## config.mk

```make
export PLATFORM = sky130hd
export DESIGN_NAME = ans_delay_timer_mc
export DESIGN_NICKNAME = d
export VERILOG_FILES = /design/src/rtl/ans_delay_timer_mc.sv
export SDC_FILE = /design/constraint.sdc
export NUM_CORES = 1
export LEC_CHECK = 0
export ABC_AREA = 1
export ABC_CLOCK_PERIOD_IN_PS = 3250
export CAP_MARGIN = 25
export CORE_UTILIZATION = 45
export DETAILED_ROUTE_END_ITERATION = 10
export PLACE_DENSITY_LB_ADDON = 0.2
export SYNTH_ARGS = -nofsm -noshare
export SYNTH_HDL_FRONTEND = slang
export SYNTH_SLANG_ARGS = --single-unit
```

## constraint.sdc

```tcl
create_clock -name clk -period 3.25 [get_ports clk]
set_input_delay 0.65 -clock clk [delete_from_list [all_inputs] [get_ports clk]]
set_output_delay 0.65 -clock clk [all_outputs]
set_load 0.05 [all_outputs]
```

## src/rtl/ans_delay_timer_mc.sv

```systemverilog
// ans_delay_timer_mc
// Multi-channel delay-measure timer. Each channel counts ticks of the shared
// time base AcqSig_i between a start pulse and a hold pulse. A channel expires
// when its count reaches a nonzero limit, or when the count saturates at all-ones.
//
// Ports
//   clk            system clock, single domain
//   rst            synchronous active-high reset
//   AcqSig_i       shared one-clk time-base tick
//   p_Start_i      per-channel start / restart pulse
//   p_Hold_i       per-channel hold pulse (effective in RUN only)
//   p_Clear_i      per-channel clear pulse
//   TimeOutSet_i   per-channel limit, channel n at [n*CNT_W +: CNT_W], 0 = no limit
//   TimeCnt_o      per-channel count, same packing
//   Busy_o         channel in RUN
//   TimeOut_o      channel expired on its limit (level)
//   p_TimeOut_o    one-clk pulse on expiry by limit
//   Ovf_o          count saturated at all-ones (level)
//   Irq_o          registered OR of all TimeOut_o / Ovf_o bits
//
// Build option
//   ANS_DELAY_TMR_EN  triplicates per-channel state and flags with 2-of-3
//                     majority vote; cycle behaviour matches the default build.
//
// state   | meaning
// --------+----------------------------------------------
// IDLE    | cleared or reset, count 0, not counting
// RUN     | counting AcqSig_i ticks
// HELD    | stopped by hold, count frozen
// EXPIRED | limit reached or count saturated, count frozen

module ans_delay_timer_mc #(
   parameter int CH_NUM = 4,
   parameter int CNT_W  = 16
) (
   input  logic                      clk,
   input  logic                      rst,
   input  logic                      AcqSig_i,
   input  logic [CH_NUM-1:0]         p_Start_i,
   input  logic [CH_NUM-1:0]         p_Hold_i,
   input  logic [CH_NUM-1:0]         p_Clear_i,
   input  logic [CH_NUM*CNT_W-1:0]   TimeOutSet_i,
   output logic [CH_NUM*CNT_W-1:0]   TimeCnt_o,
   output logic [CH_NUM-1:0]         Busy_o,
   output logic [CH_NUM-1:0]         TimeOut_o,
   output logic [CH_NUM-1:0]         p_TimeOut_o,
   output logic [CH_NUM-1:0]         Ovf_o,
   output logic                      Irq_o
);

   localparam logic [1:0] ST_IDLE    = 2'd0;
   localparam logic [1:0] ST_RUN     = 2'd1;
   localparam logic [1:0] ST_HELD    = 2'd2;
   localparam logic [1:0] ST_EXPIRED = 2'd3;

   logic r_irq;

   for (genvar g = 0; g < CH_NUM; g++) begin : g_ch
      logic [CNT_W-1:0] r_cnt;
      logic             r_pulse;

      logic [1:0]       w_state;
      logic             w_to;
      logic             w_ov;

      logic [1:0]       w_state_nx;
      logic             w_to_nx;
      logic             w_ov_nx;
      logic             w_pulse_nx;
      logic [CNT_W-1:0] w_cnt_nx;
      logic [CNT_W-1:0] w_inc;
      logic [CNT_W-1:0] w_lim;

      assign w_lim = TimeOutSet_i[g*CNT_W +: CNT_W];
      assign w_inc = r_cnt + 1'b1;

      always_comb begin
         w_state_nx = w_state;
         w_to_nx    = w_to;
         w_ov_nx    = w_ov;
         w_cnt_nx   = r_cnt;
         w_pulse_nx = 1'b0;
         if (p_Clear_i[g]) begin
            w_state_nx = ST_IDLE;
            w_to_nx    = 1'b0;
            w_ov_nx    = 1'b0;
            w_cnt_nx   = '0;
         end else if (p_Start_i[g]) begin
            w_state_nx = ST_RUN;
            w_to_nx    = 1'b0;
            w_ov_nx    = 1'b0;
            w_cnt_nx   = '0;
         end else if (w_state == ST_RUN) begin
            if (p_Hold_i[g]) begin
               w_state_nx = ST_HELD;
            end else if (AcqSig_i) begin
               w_cnt_nx = w_inc;
               // compare the incremented value so a limit lowered below the
               // current count still expires on the next tick
               if ((w_lim != '0) && (w_inc >= w_lim)) begin
                  w_state_nx = ST_EXPIRED;
                  w_to_nx    = 1'b1;
                  w_pulse_nx = 1'b1;
               end
               // RUN is always left at all-ones, so the increment never wraps
               if (w_inc == '1) begin
                  w_state_nx = ST_EXPIRED;
                  w_ov_nx    = 1'b1;
               end
            end
         end
      end

`ifdef ANS_DELAY_TMR_EN
      logic [1:0] r_state_a, r_state_b, r_state_c;
      logic       r_to_a, r_to_b, r_to_c;
      logic       r_ov_a, r_ov_b, r_ov_c;

      assign w_state = (r_state_a & r_state_b) | (r_state_a & r_state_c) | (r_state_b & r_state_c);
      assign w_to    = (r_to_a & r_to_b) | (r_to_a & r_to_c) | (r_to_b & r_to_c);
      assign w_ov    = (r_ov_a & r_ov_b) | (r_ov_a & r_ov_c) | (r_ov_b & r_ov_c);

      // next state is derived from the voted value, so a single upset copy is
      // overwritten on the following edge
      always_ff @(posedge clk) begin
         if (rst) begin
            r_state_a <= ST_IDLE;
            r_state_b <= ST_IDLE;
            r_state_c <= ST_IDLE;
            r_to_a    <= 1'b0;
            r_to_b    <= 1'b0;
            r_to_c    <= 1'b0;
            r_ov_a    <= 1'b0;
            r_ov_b    <= 1'b0;
            r_ov_c    <= 1'b0;
         end else begin
            r_state_a <= w_state_nx;
            r_state_b <= w_state_nx;
            r_state_c <= w_state_nx;
            r_to_a    <= w_to_nx;
            r_to_b    <= w_to_nx;
            r_to_c    <= w_to_nx;
            r_ov_a    <= w_ov_nx;
            r_ov_b    <= w_ov_nx;
            r_ov_c    <= w_ov_nx;
         end
      end
`else
      logic [1:0] r_state;
      logic       r_to;
      logic       r_ov;

      assign w_state = r_state;
      assign w_to    = r_to;
      assign w_ov    = r_ov;

      always_ff @(posedge clk) begin
         if (rst) begin
            r_state <= ST_IDLE;
            r_to    <= 1'b0;
            r_ov    <= 1'b0;
         end else begin
            r_state <= w_state_nx;
            r_to    <= w_to_nx;
            r_ov    <= w_ov_nx;
         end
      end
`endif

      always_ff @(posedge clk) begin
         if (rst) begin
            r_cnt   <= '0;
            r_pulse <= 1'b0;
         end else begin
            r_cnt   <= w_cnt_nx;
            r_pulse <= w_pulse_nx;
         end
      end

      assign TimeCnt_o[g*CNT_W +: CNT_W] = r_cnt;
      assign Busy_o[g]                   = (w_state == ST_RUN);
      assign TimeOut_o[g]                = w_to;
      assign Ovf_o[g]                    = w_ov;
      assign p_TimeOut_o[g]              = r_pulse;
   end

   always_ff @(posedge clk) begin
      if (rst) begin
         r_irq <= 1'b0;
      end else begin
         r_irq <= |(TimeOut_o | Ovf_o);
      end
   end

   assign Irq_o = r_irq;

endmodule
```

; ---- Yosys cells after proc, flatten, opt, wreduce, memory -nomap -nowiden
; Index checks and enable logic that the tools add are counted.
[word_totals]
reg_bits = 85
output_inout_bits = 81
wordCells = 140
[op_classes]
n_mux = 28
n_eq_ne = 8
addsub = 4
bitwise = 10
magnitude_cmp = 4
reduce_logical = 61
[op_table]
columns = cell, n
row1 = $add 16x1->16 const B, 4
row2 = $eq 16x16->1 const B, 4
row3 = $ge 16x16->1, 4
row4 = $reduce_bool 16->1, 4
row5 = $reduce_and 3->1, 12
row6 = $mux 2, 16
row7 = $reduce_and 4->1, 8
row8 = $reduce_bool 3->1, 8
row9 = $reduce_or 6->1, 4
row10 = $reduce_bool 2->1, 8
row11 = $reduce_bool 4->1, 4
row12 = $mux 1, 12
row13 = $reduce_or 3->1, 4
row14 = $not 1->1, 9
row15 = $eq 2x1->1 const B, 4
row16 = $reduce_or 2->1, 4
row17 = $logic_and 1x1->1, 4
row18 = $or 4x4->4, 1
row19 = $reduce_or 4->1, 1

; ---- Logic depth before layout (Yosys ltp)
; Gate-level depths: netlist of run 1.
[depth]
depth_word = 9
depth_mapped = 22
ltp_nobuf = 22

; ---- Least setup slack after synthesis of run 1
; Ideal clock, no wire load.
[synth_timing]
path_type = register to register
start = reg g_ch[2].r_cnt[0]
end = reg g_ch[2].r_state[0]
slack_ns = 0.482
synth_period_minus_slack_ns = 2.768
t_arrival_ns = 2.654
stages_incl_launch_ff = 20
setup_time_ns = 0.114
path_cell_list = dfxtp_1 > ha_1 > nand2_2 > nor2_2 > nand2_1 > nor2_2 > nand2_1 > xor2_1 > inv_1 > ha_1 > nand2_1 > o21ai_0 > a21oi_1 > nand2_1 > nand2_1 > nand2_1 > nor2_1 > nand2_1 > nand2_1 > a21oi_2
[synth_via]
elab_chain_cells = 7
elab_cells_between_ends = 11
cone_classes = add/sub (1) / order compare (1) / eq/ne (1) / mux (5) / reduce/logical (3)
[synth_lines]
columns = item, line_no
row1 = "start, declared", 59  ; logic [CNT_W-1:0] r_cnt;
row2 = "start signal, assigned", 175  ; r_cnt <= w_cnt_nx;
row3 = $add 16x1->16 *, 75  ; assign w_inc = r_cnt + 1'b1;
row4 = net g_ch[2].w_inc[14], 71  ; logic [CNT_W-1:0] w_inc;
row5 = "parallel branches: the longest is 6 deep, another holds $ge 16x16->1", --
row6 = "end signal, assigned", 163  ; r_state <= w_state_nx;
row7 = "end, declared", 149  ; logic [1:0] r_state;
; Mark *: on every way through the listed nets, which the timed path passes. The select of a mux whose other input is x is not followed.
; A chain may end at the register's enable or synchronous reset.

; ---- Worst setup path after layout of run 1
; Same ends and word-level chain as after synthesis.

==> key figures, run 1 <==
Logic synthesis
  • Ys Warns: 0
  • Avg Inst Size Synth: 6.25 um^2
  • Mapped Area: 0.00711 mm^2
  • Syn_nets: 1288
  • Sequential-to-total area share from yosys stat: 23.9%
  • Synthesis-stage register bit count: 85
  • Post-Syn Instances: 1137
  • Post-synthesis cell type count: 37

Critical path
  • Critical path launch point type: flip-flop
  • Worst R2R Path Depth: 19
  • Reg-to-reg startpoint: g_ch[2].r_cnt[0]
  • Crit Path Max Fanout: 7
  • Worst EP arrival: 2930 ps
  • CP max stage delay: 460 ps
  • Critical path class: reg -> reg
  • Critical R2R Capture: g_ch[2].r_state[0]
  • Bufs and invs on worst path: 1
  • CP cell instances: ha_1 > nand2_2 > nor2_2 > nand2_1 > nor2_2 > nand2_1 > xor2_1 > inv_1 > ha_1 > nand2_1 > o21ai_0 > a21oi_1 > nand2_1 > nand2_1 > nand2_1 > nor2_1 > nand2_1 > nand2_1 > a21oi_2
  • CP top delay family: simple AND/OR/NAND/NOR gates
  • Crit-path slowest cell: dfxtp_1
  • Worst EP required: 3490 ps
  • CP dominant cell by count: nand2_1
  • Reg-to-reg setup timing slack: 560 ps
  • Critical Path End Type: flip-flop

Flow run
  • Max-Cap Viols: 0

Global routing
  • Number of global-route vias before repair: 6600
  • Total Routing Usage GR: 23.1%
  • Overflow after GRT: 0
  • Largest net degree at the start of global routing: 23
  • First-pass GRT wire length: 30400 um
  • Antenna violations before repair: 0

Clocking
  • CTS Buf Count: 9
  • H-tree Lvls: 3
  • Skew-Pair Late Insertion Delay: 340 ps
  • CTS tree: yes
  • Post-CTS setup buffer count: 0
  • Clock Sinks: 85
  • Cts repair resizes: 0
  • # hold bufs at CTS: 0
  • CTS Buffer Depth: 2
  • Clock root cell: clkbuf_16
  • Worst-path clk slew: 70 ps

Detailed routing
  • M1 WL: 8710 um
  • Post-DRT Antenna Nets: 0
  • Routed len/inst: 12.1 um
  • TritonRoute pass-1 iters: 5
  • Max Used Layer: met4
  • Via/cell ratio: 4.83
  • Wire length on met2: 8280 um
  • DRT iter0 DRCs: 476
  • DR vias: 7253
  • Number of remaining DRC errors: 0
  • Routed met3 length: 1010 um
  • DRT Wirelength: 18200 um

Min path
  • Worst hold-check path type: reg -> reg
  • Min-Delay Path Depth: 2
  • HP Start: g_ch[0].r_state[1]
  • WHS Endpoint: g_ch[0].r_state[1]

Die
  • I/O pin cnt: 160
  • Die Area: 0.0163 mm^2
  • Die Width: 128 um
  • Core Area: 0.0153 mm^2
  • # rows: 45
  • Die Span Y: 128 um
  • Initial Util: 46.4%

Timing
  • Fin crit share: 82.7%
  • Slew @ Worst Pin: 568 ps
  • Achievable frequency: 372 MHz
  • WHS: 456 ps
  • Fin. Hold Viols: 0
  • Clock Skew: 9.86 ps
  • Count of final setup violators: 0
  • Slew headroom: 62.0%
  • Final slew viol count: 0
  • Setup TNS Final: 0 ps
  • Unrepaired setup endpoints after global routing: false
  • Minimum clock period: 2690 ps

Pwr
  • Pwr dens: 261 mW/mm^2
  • P_sw: 603 uW
  • Worst IR Drop VDD: 0.242 mV
  • Reg power frac: 44.1%
  • Clk network pwr share: 43.7%
  • Sw frac: 25.3%
  • Total Power: 2.39 mW
  • Gate power share: 12.2%
  • P_int: 1.79 mW
  • Pleak: 4.51 nW

Final layout
  • Fin area: 0.00916 mm^2
  • Fillers: 1541
  • Share of layout cells above drive strength 1: 6.58%
  • Fin cells: 1503
  • Area delta synth->final: 28.9%
  • Ant. Diodes: 0
  • Final nets: 1438

Placement
  • Placed Instance Area: 0.00887 mm^2
  • Placed cell count: 1487
  • Post-DP HPWL: 14800 um
  • Routability cong.: 0.877
  • Count of input and output buffers: 159

Status
  • Run status: completed
[worst max-delay path by stage]
| stage | start | endpoint | slack, ps | cells after the start |
|---|---|---|---|---|
| 6_report | g_ch[2].r_cnt[0] | g_ch[2].r_state[0] | 560 | 19 |
| 3_5_place_dp | g_ch[2].r_cnt[0] | g_ch[2].r_state[0] | 590 | 19 |
| 5_1_grt | g_ch[2].r_cnt[0] | g_ch[2].r_state[0] | 220 | 19 |
| 3_3_place_gp | g_ch[2].r_cnt[0] | g_ch[2].r_state[0] | 690 | 19 |
| 2_1_floorplan | g_ch[2].r_cnt[0] | g_ch[2].r_state[0] | 480 | 19 |
| 4_1_cts | g_ch[2].r_cnt[0] | g_ch[2].r_state[0] | 560 | 19 |
[flip-flops by register name, summed over array words and instances (netlist names)]
register / cells
g_ch.r_pulse: 4
g_ch.r_ov: 4
Irq_o: 1
g_ch.r_to: 4
g_ch.r_state: 8
g_ch.r_cnt: 64
[through the flow]
stage	util, %	setup slack [ps]
4_1_cts	59.8	564
6_report	59.8	562
3_3_place_gp	57.9	691
5_1_grt	59.8	223
2_1_floorplan	-	482
3_5_place_dp	57.9	587
[worst register-to-register path: stages (launching register included)]
cell	delay, ps
dfxtp_1	460
ha_1	260
nand2_2	80
nor2_2	110
nand2_1	110
nor2_2	110
nand2_1	70
xor2_1	220
inv_1	70
ha_1	270
nand2_1	100
o21ai_0	100
a21oi_1	120
nand2_1	60
nand2_1	120
nand2_1	80
nor2_1	90
nand2_1	50
nand2_1	70
a21oi_2	50
[final cells by class]
cell class	count	area (um^2)	area share (%)
multi-input combinational	777	4330	47.3
sequential	85	1700	18.6
timing repair buffer	166	1640	17.9
inverter	248	931	10.2
tap	211	264	2.88
clock buffer	10	229	2.50
clock inverter	6	63.8	0.696
[cell usage in the layout, fill, tap and decap left out, types with 4 or more instances in the layout]
cell             count
nand2_1            255
nand2_2             19
nor2_4               9
nand4_1             23
xor2_1              14
a21oi_1             89
nor3_1               7
buf_4                7
dfxtp_1             85
inv_1              245
a21oi_2              5
nor4_1              12
clkbuf_16            9
o21bai_1             4
nand3_1             41
clkdlybuf4s50_1    159
o21ai_0             85
ha_1                72
o21ai_1              6
nand3_2              9
nor2_1              95
nor2_2              10
[metal layers]
| layer | up-vias | track usage (%) |
|---|---|---|
| met5 | - | 0 |
| met4 | 0 | 5.81 |
| met3 | 14 | 5.51 |
| met2 | 170 | 38.8 |
| met1 | 3180 | 29.8 |
| li1 | 3889 | - |
[cells in the mapped netlist, drive strengths merged]
cell	count	area, um^2
a211oi	2	15.0
a21oi	94	489
nor4	12	75.1
a21o	2	15.0
nor3	9	61.3
buf	13	95.1
and2	2	12.5
o21bai	4	30.0
nor2	114	521
nand2	277	1110
dfxtp	85	1700
ha	72	901
nand3b	1	7.51
nand3	50	295
nand4	23	144
o22ai	1	6.26
or2	3	18.8
inv	247	927
xor2	15	139
clkinv	1	3.75
o21ai	91	455
o211ai	1	7.51
a31oi	2	12.5
o21a	2	15.0
clkbuf	14	52.6
[kinds of logic (layout without fill, tap and decap cells)]
logic type / count (synthesis) / after routing / share of synthesized area [%]
compound gates: 199 / 199 / 14.7
xor+xnor: 15 / 15 / 1.95
fa+ha+maj: 72 / 72 / 12.7
buf+inv: 275 / 430 / 15.2
flops: 85 / 85 / 23.9
simple gates: 491 / 491 / 31.6
[power groups by stage]
stage | sequential [mW] | combinational (mW) | clock, mW
final | 1.05 | 0.292 | 1.04
after floorplan | 1.09 | 0.131 | 0
after detailed placement | 1.08 | 0.293 | 0
after global placement | 1.08 | 0.290 | 0
after global routing | 1.05 | 0.327 | 1.11
after CTS | 1.05 | 0.294 | 1.07
Power figures use the tool's default switching activity.
==> run 2, diff against run 1 <==
--- a/config.mk
+++ b/config.mk
@@ -6,7 +6,7 @@
 export NUM_CORES = 1
 export LEC_CHECK = 0
 export ABC_AREA = 1
-export ABC_CLOCK_PERIOD_IN_PS = 3250
+export ABC_CLOCK_PERIOD_IN_PS = 2180
 export CAP_MARGIN = 25
 export CORE_UTILIZATION = 45
 export DETAILED_ROUTE_END_ITERATION = 10
==> constraint.sdc (replaced) <==
create_clock -name clk -period 2.18 [get_ports clk]
set_input_delay 0.436 -clock clk [delete_from_list [all_inputs] [get_ports clk]]
set_output_delay 0.436 -clock clk [all_outputs]
set_load 0.05 [all_outputs]
==> run 2 against run 1 <==
  * Non-clock buffer count increased by 172
  * First-iteration DRC count down 1.1%
  * Hold slack worse by 5.5 ps
  * Via count rose by 14%
  * Count of clock-buffer cells in the layout rose by 3
  * Clock skew increased by 0.53 ps
  * The flow now finishes with violations (negative setup slack)
==> key figures, run 2 (synthesis gave the netlist of run 1 again) <==
Final layout
  • Fin area: 0.0112 mm^2 (was 0.00916 mm^2)
  • Util after Layout: 73.3% (was 59.8%)
  • Commonest cells after routing, fill and taps aside: inv_1 (238), nand2_1 (215), buf_4 (176) (was nand2_1 (255), inv_1 (245), clkdlybuf4s50_1 (159))
  • Final nets: 1610 (was 1438)
  • Fin cells: 1675 (was 1503)
  • Commonest non-fill, non-tap cell in the layout: inv_1 (was nand2_1)
  • Area delta synth->final: 57.9% (was 28.9%)
  • Multi-input gate area: 0.00494 mm^2 (was 0.00433 mm^2)
  • Largest registers: g_ch.r_cnt: 64 flops, g_ch.r_state: 8 flops (unchanged)
  • Max reg flops: 64 (unchanged)
  • Fillers: 1237 (was 1541)
  • FF+latch area: 0.00182 mm^2 (was 0.00170 mm^2)
  • Share of layout cells above drive strength 1: 29.1% (was 6.58%)
  • Largest Register: g_ch.r_cnt (unchanged)
  • Ant. Diodes: 0 (unchanged)

Detailed routing
  • Via/cell ratio: 4.92 (was 4.83)
  • Number of remaining DRC errors: 0 (unchanged)
  • DRT Wirelength: 22000 um (was 18200 um)
  • TritonRoute pass-1 iters: 5 (unchanged)
  • Wire length on met2: 11100 um (was 8280 um)
  • DRT iter0 DRCs: 471 (was 476)
  • Post-DRT Antenna Nets: 0 (unchanged)
  • DR vias: 8249 (was 7253)
  • Routed met3 length: 1100 um (was 1010 um)
  • M1 WL: 9510 um (was 8710 um)
  • Max Used Layer: met4 (unchanged)
  • Routed len/inst: 13.2 um (was 12.1 um)

Clocking
  • # hold bufs at CTS: 0 (unchanged)
  • CTS Buffer Depth: 2 (unchanged)
  • CTS Buf Count: 9 (unchanged)
  • Worst-path clk slew: 70 ps (about the same)
  • Clock Sinks: 85 (unchanged)
  • Clock root cell: clkbuf_16 (unchanged)
  • CTS tree: yes (unchanged)
  • H-tree Lvls: 3 (unchanged)
  • Skew-Pair Late Insertion Delay: 350 ps (was 340 ps)

Placement
  • Placed Instance Area: 0.0102 mm^2 (was 0.00887 mm^2)
  • Count of input and output buffers: 159 (unchanged)
  • Post-DP HPWL: 16400 um (was 14800 um)
  • Placed cell count: 1635 (was 1487)
  • Routability cong.: 0.888 (was 0.877)

Die
  • Die Area: 0.0163 mm^2 (unchanged)
  • Die Span Y: 128 um (unchanged)
  • Die Width: 128 um (unchanged)
  • Initial Util: 46.4% (unchanged)
  • Core Area: 0.0153 mm^2 (unchanged)
  • # rows: 45 (unchanged)
  • I/O pin cnt: 160 (unchanged)

Critical path
  • Critical path class: reg -> reg (unchanged)
  • Critical path launch point type: flip-flop (unchanged)
  • CP max stage delay: 370 ps (was 460 ps)
  • CP dominant cell by count: nand2_2 (was nand2_1)
  • CP cell instances: ha_4 > nand3_4 > nor2_4 > nand2_4 > nor2_4 > buf_4 > nand2_2 > nand2_2 > ha_1 > nand2_2 > nor2_2 > a21oi_1 > nand2_1 > nand2_2 > nand2_2 > nor2_1 > nand2_1 > nand2_1 > a21oi_2 (was ha_1 > nand2_2 > nor2_2 > nand2_1 > nor2_2 > nand2_1 > xor2_1 > inv_1 > ha_1 > nand2_1 > o21ai_0 > a21oi_1 > nand2_1 > nand2_1 > nand2_1 > nor2_1 > nand2_1 > nand2_1 > a21oi_2)
  • Worst EP arrival: 2640 ps (was 2930 ps)
  • Worst EP required: 2420 ps (was 3490 ps)
  • Crit-path slowest cell: dfxtp_4 (was dfxtp_1)
  • Crit Path Max Fanout: 3 (was 7)
  • Critical Path End Type: flip-flop (unchanged)

Global routing
  • Antenna violations before repair: 0 (unchanged)
  • Number of global-route vias before repair: 7470 (was 6600)
  • Largest net degree at the start of global routing: 24 (was 23)
  • First-pass GRT wire length: 33200 um (was 30400 um)
  • Total Routing Usage GR: 25.5% (was 23.1%)
  • Overflow after GRT: 0 (unchanged)

Timing
  • Minimum clock period: 2390 ps (was 2690 ps)
  • Unrepaired setup endpoints after global routing: true (was false)
  • Slew @ Worst Pin: 572 ps (was 568 ps)
  • Count of final setup violators: 15 (was 0)
  • WHS: 451 ps (was 456 ps)
  • Slew headroom: 61.7% (was 62.0%)
  • Clock Skew: 10.4 ps (was 9.86 ps)
  • Fin crit share: 110% (was 82.7%)
  • Fin worst setup slack: -213 ps (was 562 ps)
  • Fin. Hold Viols: 0 (unchanged)
  • Achievable frequency: 418 MHz (was 372 MHz)
  • Final slew viol count: 0 (unchanged)

Pwr
  • Total Power: 3.64 mW (was 2.39 mW)
  • Pleak: 5.58 nW (was 4.51 nW)
  • Worst IR Drop VDD: 0.339 mV (was 0.242 mV)
  • Pwr dens: 324 mW/mm^2 (was 261 mW/mm^2)

Flow run
  • Max-Cap Viols: 0 (unchanged)

Min path
  • Worst hold-check path type: reg -> reg (unchanged)

Status
  • Failing checks: negative setup slack
  • Run status: finished, violations left (was completed)
-- run 2: changes by cell type in the layout (fill, tap and decap cells not counted), moves of 14 or more --
cell and change:
o21ai_0 -14, dfxtp_2 +29, nand2_1 -40, nor2_1 -16, ha_1 -15, buf_4 +169
dfxtp_4 +23, nand2_2 +33, ha_4 +15, dfxtp_1 -52
-- run 2: area by class of cell --
cell class / instances / area share [%]
multi-input combinational: 777 / 44.0
sequential: 85 / 16.2
clock inverter: 3 / 0.223
clock buffer: 13 / 2.51
inverter: 248 / 8.29
timing repair buffer: 338 / 26.4
tap: 211 / 2.35
-- run 2: report_power, final --
group          switching [mW]  internal (mW)
clock                   0.672          0.912
combinational           0.263          0.252
sequential            0.00669           1.53
total                   0.943           2.70
-- run 2: final timing paths --
kind | slack (ps) | endpoint | depth (start not counted) | startpoint
max | -210 | g_ch[3].r_state[0] | 19 | g_ch[3].r_cnt[0]
min | 450 | g_ch[0].r_state[1] | 2 | g_ch[0].r_state[1]
max reg2reg | -210 | g_ch[3].r_state[0] | 19 | g_ch[3].r_cnt[0]
min reg2reg | 450 | g_ch[0].r_state[1] | 2 | g_ch[0].r_state[1]
-- run 2: worst max-delay path, delay by kind of cell (launching register included) --
| family | cells | cell delay [ps] |
|---|---|---|
| and+or+nand+nor | 14 | 1200 |
| adders and majority gates | 2 | 390 |
| DFF | 1 | 370 |
| AOI/OAI and AO/OA | 2 | 200 |
| buffers and inverters | 1 | 120 |
-- run 2: what timing repair did --
item | in CTS | in global routing
pin swaps | 19 | 52
endpoints found under the hold margin | 0 | 0
resized for setup | 45 | 103
gates cloned | 0 | 0
buffers inserted | 9 | 17
endpoints found under the setup margin | 15 | 18
-- run 2: per-layer routing --
| layer | up-vias | GRT usage, % |
|---|---|---|
| li1 | 4227 | - |
| met1 | 3743 | 30.7 |
| met2 | 254 | 46.9 |
| met3 | 25 | 4.26 |
| met4 | 0 | 6.44 |
| met5 | - | 0 |
-- run 2: metrics by stage --
step / TNS (ps) / worst slack [ps]
2_1_floorplan: -712 / -168
3_3_place_gp: -758 / -112
5_1_grt: -4000 / -354
6_report: -1660 / -213
3_5_place_dp: -1670 / -189
4_1_cts: -913 / -133
